$ cat config.mk
export PLATFORM = sky130hd
export DESIGN_NAME = lsu_byte_sequencer
export DESIGN_NICKNAME = d
export VERILOG_FILES = /design/src/rtl/lsu_byte_sequencer.sv
export SDC_FILE = /design/constraint.sdc
export NUM_CORES = 1
export LEC_CHECK = 0
export BUFFER_PORTS_ARGS = -buffer_cell sky130_fd_sc_hd__buf_4
export CORE_MARGIN = 1
export CORE_UTILIZATION = 54
export CTS_BUF_LIST = sky130_fd_sc_hd__clkbuf_16
export CTS_CLUSTER_DIAMETER = 120
export DETAILED_ROUTE_END_ITERATION = 6
export PLACE_DENSITY_LB_ADDON = 0.08
export SLEW_MARGIN = 20
export SYNTH_ARGS = -nofsm -noshare
export SYNTH_HDL_FRONTEND = slang
export SYNTH_SLANG_ARGS = --single-unit
$ cat constraint.sdc
create_clock -name clk -period 2.7 [get_ports clk]
set_input_delay 0.675 -clock clk [delete_from_list [all_inputs] [get_ports clk]]
set_output_delay 0.675 -clock clk [all_outputs]
set_load 0.05 [all_outputs]
$ cat src/rtl/lsu_byte_sequencer.sv
// lsu_byte_sequencer: serialises RV32I loads/stores into little-endian byte transactions
module lsu_byte_sequencer #(
  parameter int AW = 32,
  parameter int DW = 32
) (
  input  logic          clk,
  input  logic          rst,
  input  logic          req_valid,
  output logic          req_ready,
  input  logic          req_write,
  input  logic [2:0]    req_funct3,
  input  logic [AW-1:0] req_addr,
  input  logic [DW-1:0] req_wdata,
  output logic          resp_valid,
  output logic          resp_err,
  output logic [DW-1:0] resp_rdata,
  output logic [AW-1:0] mem_address,
  output logic          mem_read,
  output logic          mem_write,
  output logic [7:0]    mem_wdata,
  input  logic [7:0]    mem_rdata
);
  typedef enum logic [1:0] {IDLE, XFER, DRAIN, RESP} state_t;
  state_t state_q, state_d;
  logic [1:0] cnt_q, cnt_d;
  logic [AW-1:0] addr_q, addr_d;
  logic [2:0] funct3_q, funct3_d;
  logic write_q, write_d, err_q, err_d;
  logic [DW-1:0] wdata_q, wdata_d, buf_q, buf_d, rdata_q, rdata_d;
  logic [1:0] last, cnt_m1;
  logic accept, req_err, xfer;
  logic [DW-1:0] full, ext;
  always_comb begin
    last = {funct3_q[1], funct3_q[1] | funct3_q[0]};
    cnt_m1 = cnt_q - 2'd1;
    accept = req_valid && req_ready;
    req_err = (req_funct3 == 3'b011) || (req_funct3[2:1] == 2'b11) || (req_write && req_funct3[2]) ||
              (req_funct3[1:0] == 2'b01 && req_addr[0]) || (req_funct3[1:0] == 2'b10 && req_addr[1:0] != 2'b00);
    full = buf_q;
    full[{last, 3'b000} +: 8] = mem_rdata;
    ext = funct3_q[1] ? full :
          funct3_q[0] ? {{16{~funct3_q[2] & full[15]}}, full[15:0]} :
                        {{24{~funct3_q[2] & full[7]}}, full[7:0]};
    state_d = state_q;
    cnt_d = cnt_q;
    addr_d = addr_q;
    funct3_d = funct3_q;
    write_d = write_q;
    wdata_d = wdata_q;
    err_d = err_q;
    buf_d = buf_q;
    rdata_d = rdata_q;
    case (state_q)
      IDLE: if (accept) begin
        addr_d = req_addr;
        funct3_d = req_funct3;
        write_d = req_write;
        wdata_d = req_wdata;
        cnt_d = '0;
        err_d = req_err;
        state_d = req_err ? RESP : XFER;
        rdata_d = req_err ? '0 : rdata_q;
      end
      XFER: begin
        cnt_d = cnt_q + 2'd1;
        if (cnt_q != 2'd0) buf_d[{cnt_m1, 3'b000} +: 8] = mem_rdata;
        if (cnt_q == last) begin
          state_d = write_q ? RESP : DRAIN;
          rdata_d = write_q ? '0 : rdata_q;
        end
      end
      DRAIN: begin
        buf_d = full;
        rdata_d = ext;
        state_d = RESP;
      end
      default: state_d = IDLE;
    endcase
  end
  always_ff @(posedge clk) begin
    if (rst) begin
      state_q <= IDLE;
      cnt_q <= '0;
      addr_q <= '0;
      funct3_q <= '0;
      write_q <= 1'b0;
      wdata_q <= '0;
      err_q <= 1'b0;
      buf_q <= '0;
      rdata_q <= '0;
    end else begin
      state_q <= state_d;
      cnt_q <= cnt_d;
      addr_q <= addr_d;
      funct3_q <= funct3_d;
      write_q <= write_d;
      wdata_q <= wdata_d;
      err_q <= err_d;
      buf_q <= buf_d;
      rdata_q <= rdata_d;
    end
  end
  // Outputs are gated by rst so an aborted store stops writing in the reset cycle itself
  always_comb begin
    xfer = (state_q == XFER) && !rst;
    req_ready = (state_q == IDLE) && !rst;
    resp_valid = (state_q == RESP) && !rst;
    resp_err = resp_valid && err_q;
    resp_rdata = rst ? '0 : rdata_q;
    mem_address = xfer ? addr_q + AW'(cnt_q) : '0;
    mem_read = xfer && !write_q;
    mem_write = xfer && write_q;
    mem_wdata = mem_write ? wdata_q[{cnt_q, 3'b000} +: 8] : 8'h00;
  end
endmodule

Word-level counts from Yosys, hierarchy flattened

Cells that the tools add are included.

Multiply operators: 0
Div/mod/pow operators: 0
Magnitude comparators: 0
Reduce and logical (&&, ||, !) cells: 27
Bitwise gates (word level): 4
Muxes and demuxes: 21
Equality and inequality tests: 13
Shift operators: 5
$add $sub $neg: 5

Operator list:

| cell                                                                   | count |
|---|---|
| 32-bit two-way mux                                                     | 9 |
| 32-bit one-hot mux with 3 select lines                                 | 1 |
| 32-bit bitwise mux                                                     | 2 |
| 32-bit one-hot mux with 2 select lines                                 | 1 |
| 8-bit by 7-bit variable shift with 32-bit output, first input constant | 2 |
| 8-bit by 7-bit indexed part select with 32-bit output                  | 2 |
| 32-bit by 2-bit adder with 32-bit output                               | 1 |
| 32-bit by 6-bit indexed part select with 8-bit output                  | 1 |
| 5-bit negation with 7-bit output                                       | 2 |
| 1-bit logical AND                                                      | 10 |
| 2-bit != test, second input constant                                   | 5 |
| 2-bit == test, second input constant                                   | 4 |
| 2-bit two-way mux                                                      | 4 |
| 8-bit two-way mux                                                      | 1 |
| 2-bit AND reduction                                                    | 4 |
| 2-bit nonzero test                                                     | 4 |
| 2-bit one-hot mux with 3 select lines                                  | 1 |
| 5-bit AND reduction                                                    | 1 |
| 2-bit by 1-bit == test with 1-bit output, second input constant        | 2 |
| 1-bit logical OR                                                       | 4 |
| 2-bit one-hot mux with 2 select lines                                  | 1 |
| 3-bit by 2-bit == test with 1-bit output, second input constant        | 1 |
| 3-bit nonzero test                                                     | 1 |
| 2-bit by 1-bit adder with 2-bit output, second input constant          | 1 |
| other kinds (8)                                                        | 10 |

Memories kept: 0
Latch bits: 0
Register bits: 137
RAM bits: 0
Input bits: 79
Bits in read-only memories: 0

Depth between registers and ports, before layout

Depth in word-level cells: 8
Depth in mapped cells: 9
Depth with buffers taken out: 7

Worst setup path after synthesis

OpenSTA, ideal clock, no wires.

Path type: register to output
Start point: reg cnt_q[1]
End point: out mem_address[31]
Stages on the path, launching flop included: 8
Path buffers: 1
Arrival time: 2.400 ns
Setup slack: -0.375 ns
Cells stage by stage: dfxtp_1 > ha_1 > a21o_1 > and4_1 > buf_4 > nand4_1 > or3_1 > a21oi_1

Word-level cells in the longest chain between the ends: 2

Ends and longest elaborated chain:

| item                                     | line | text |
|---|---|---|
| start, declared                          | 25   | `logic [1:0] cnt_q, cnt_d;` |
| start signal, assigned                   | 93   | `cnt_q <= cnt_d;` |
| 32-bit by 2-bit adder with 32-bit output | 110  | `mem_address = xfer ? addr_q + AW'(cnt_q) : '0;` |
| 32-bit two-way mux                       | 110  |  |
| end, declared                            | 17   | `output logic [AW-1:0] mem_address,` |

No other way between the ends.

Worst setup path in the final report

Start point: reg addr_q[11]
End point: out mem_address[31]

Word-level cells in the longest chain between the ends: 2

Ends and longest elaborated chain:

| item                                     | line | text |
|---|---|---|
| start, declared                          | 26   | `logic [AW-1:0] addr_q, addr_d;` |
| start signal, assigned                   | 94   | `addr_q <= addr_d;` |
| 32-bit by 2-bit adder with 32-bit output | 110  |  |
| 32-bit two-way mux                       | 110  |  |

No other way between the ends.

==> flow_summary.json <==
{
  "status": "complete, but fails checks",
  "violations": "negative setup slack",
  "required_ns": 2.03,
  "hold_buffers": 0,
  "worstPathArrival_ns": 2.27,
  "cts.clk_slew.worst_paths_ns": 0.05,
  "slowest_delay_ns": 0.51,
  "num_rows": 40,
  "setup.worst_path.start_class": "register",
  "antenna_cells": 0,
  "yosys-top-cells-count": "nand2_1, dfxtp_1, nor2_1",
  "clock_path_buffers": 2,
  "multi_input_area_um2": 4020,
  "nFillCells": 884,
  "wl_per_cell_um": 16.0,
  "worst_slew_pin_slew_ns": 0.737,
  "max_freq_ghz": 0.340,
  "relSlewSlack": 0.509,
  "finalHoldViolCount": 0,
  "drtAntennaViolNets": 0,
  "yosys_register_bits": 129,
  "cts_tree": "done",
  "period_share": 1.09,
  "clock_sinks": 129,
  "areaGrowthSynthToFinish_pct": 37.2,
  "synth_top_cell_by_area": "dfxtp_1",
  "power_density_nw_per_um2": 786,
  "endpoint_kind": "output port",
  "cp_slowest_cell": "dfxtp_1",
  "synth_area_per_cell_um2": 8.13,
  "min_period_ns": 2.94,
  "layout-drive-gt1-share": 0.313,
  "regArea_um2": 2610,
  "grt_pass1_vias": 6290,
  "dieArea_um2": 12800,
  "rsz0062_at_grt": "true",
  "hold_class": "in -> reg",
  "setup_viol": 26,
  "synth_fp_nets": 913,
  "antenna_found_initial": 0,
  "drv_cap": 0,
  "slew_violations": 0,
  "clock_latency_ns": 0.41,
  "grt_pass1_wl_mm": 29.8,
  "place_congestion": 0.914,
  "reg2reg_slack_ns": 0.33,
  "ys_warn_count": 0,
  "p_leak_nw": 3.99,
  "crit_start": "addr_q[11]",
  "port_buffers": 155,
  "stdcell_count": 1164,
  "synth_cells": 822,
  "wirelength_mm": 18.6,
  "synth_top_area_share": 0.386,
  "reg2reg_depth": 8,
  "drc": 0,
  "firstDrtPassIters": 4,
  "drt_iter0_drc": 530,
  "gr-total-overflow": 0,
  "rr_startpoint": "cnt_q[1]",
  "nNetsFinal": 1074,
  "rr_endpoint": "rdata_q[14]",
  "crit_buf_inv": 1,
  "cp_cell_sequence": "and4_1 -> and4_4 -> nand4_1 -> or3_1 -> a21oi_2 -> buf_6",
  "die_height_um": 113,
  "setup_tns_ns": -3.09,
  "synth_area_leaders": "dfxtp_1, nand2_1, nand3b_1, nor2b_1, nor2_1",
  "whs_endpoint": "addr_q[20]",
  "synth.most_common_cell": "nand2_1",
  "place_inst": 1112,
  "cts_buffers": 17,
  "hpwl_mm": 11.9,
  "holdPathStages": 3,
  "synthDistinctLibCells": 52,
  "vias_per_cell": 5.51,
  "seq_area_frac_synth": 0.386,
  "h-tree-depth": 4,
  "vdd_drop_max_mv": 0.478,
  "die_w_um": 113,
  "place_ws_ns": 0.0577,
  "cts-root-buf": "clkbuf_16",
  "skew_ns": 0.00511,
  "grtUsageTotal": 0.294,
  "path_delay_family": "simple AND/OR/NAND/NOR gates",
  "num_vias": 6412,
  "core_um2": 12100,
  "syn_area_um2": 6680,
  "crit_cells": 6,
  "synth_edf_count": 0,
  "synthFlopType": "dfxtp_1",
  "pin_count": 156,
  "grt_max_degree": 83,
  "synthArstFlopShare": 0,
  "critPathKind": "reg -> out",
  "path_max_fanout": 5,
  "worstHoldStart": "req_addr[20]",
  "setup_slack_ns": -0.244,
  "start_util": 0.554
}
## kinds of logic (layout without fill, tap and decap cells)
| family | after synthesis | after routing | synth area share |
|---|---|---|---|
| xor+xnor | 28 | 28 | 0.0367 |
| flops | 129 | 129 | 0.386 |
| simple gates | 447 | 447 | 0.346 |
| compound gates | 103 | 103 | 0.108 |
| fa+ha+maj | 12 | 12 | 0.0236 |
| buf+inv | 79 | 253 | 0.0489 |
| mux | 24 | 24 | 0.0509 |
## report_power, final
part	internal (mW)	total (mW)	switching, mW
sequential	2.28	2.54	0.265
combinational	0.934	2.42	1.49
clock	1.43	2.24	0.816
## area by class of cell
type,count,area share
Multi-Input combinational cell,614,0.438
Inverter,18,0.00737
Clock buffer,17,0.0464
Timing Repair Buffer,203,0.184
Tap cell,168,0.0229
Sequential cell,129,0.285
Clock inverter,15,0.0165
## layer usage
| metal | vias to the layer above | GRT usage | routed length [µm] |
|---|---|---|---|
| li1 | 3108 | - | - |
| met3 | 51 | 0.0691 | 1020 |
| met2 | 227 | 0.502 | 9340 |
| met5 | - | 0 | 0 |
| met1 | 3026 | 0.347 | 7660 |
| met4 | 0 | 0.142 | 591 |
## state kept, by name (all words and copies together) (netlist names)
register  cells
err_q         1
buf_q        24
state_q       2
wdata_q      32
rdata_q      32
addr_q       32
write_q       1
cnt_q         2
funct3_q      3
## cells in the final DEF (no fill, tap or decap), types with 17 or more instances in the layout
| cell | synthesis | layout |
|---|---|---|
| a211oi_1 | 17 | 17 |
| nor2b_1 | 53 | 53 |
| inv_1 | 18 | 20 |
| buf_6 | 2 | 33 |
| dfxtp_1 | 129 | 114 |
| buf_4 | 2 | 167 |
| o31ai_1 | 22 | 22 |
| nor2_1 | 73 | 59 |
| clkbuf_16 | 0 | 17 |
| nand2_1 | 186 | 183 |
| nand3b_1 | 66 | 66 |
| a21oi_1 | 27 | 25 |
## tightest hold or removal path: cells and delay by family
family        cells  cell delay (ns)
simple gates      2             0.08
buf+inv           1             0.08
## how the worst max path moves through the flow
stage               slack [ns]               to
finish                   -0.24  mem_address[31]
global route             -0.30  mem_address[25]
CTS                      -0.14  mem_address[31]
detailed placement        0.06  mem_address[16]
global placement          0.07  mem_address[16]
floorplan                -0.09  mem_address[31]
## stage by stage
step | util | hold WS, ns | power, mW | cell area [µm²]
2_1_floorplan | - | 0.446 | 4.22 | 6720
3_3_place_gp | 0.670 | 0.458 | 4.77 | 8080
3_5_place_dp | 0.670 | 0.460 | 4.87 | 8080
4_1_cts | 0.750 | 0.433 | 7.18 | 9050
5_1_grt | 0.760 | 0.442 | 7.59 | 9170
6_report | 0.760 | 0.447 | 7.21 | 9170
## timing repair
item / 4_1_cts / 5_1_grt
setup endpoints to repair: 27 / 35
resized for setup: 70 / 19
setup buffers: 18 / 3
pin swaps: 39 / 23
No activity file was read; power rests on OpenSTA's default activity.
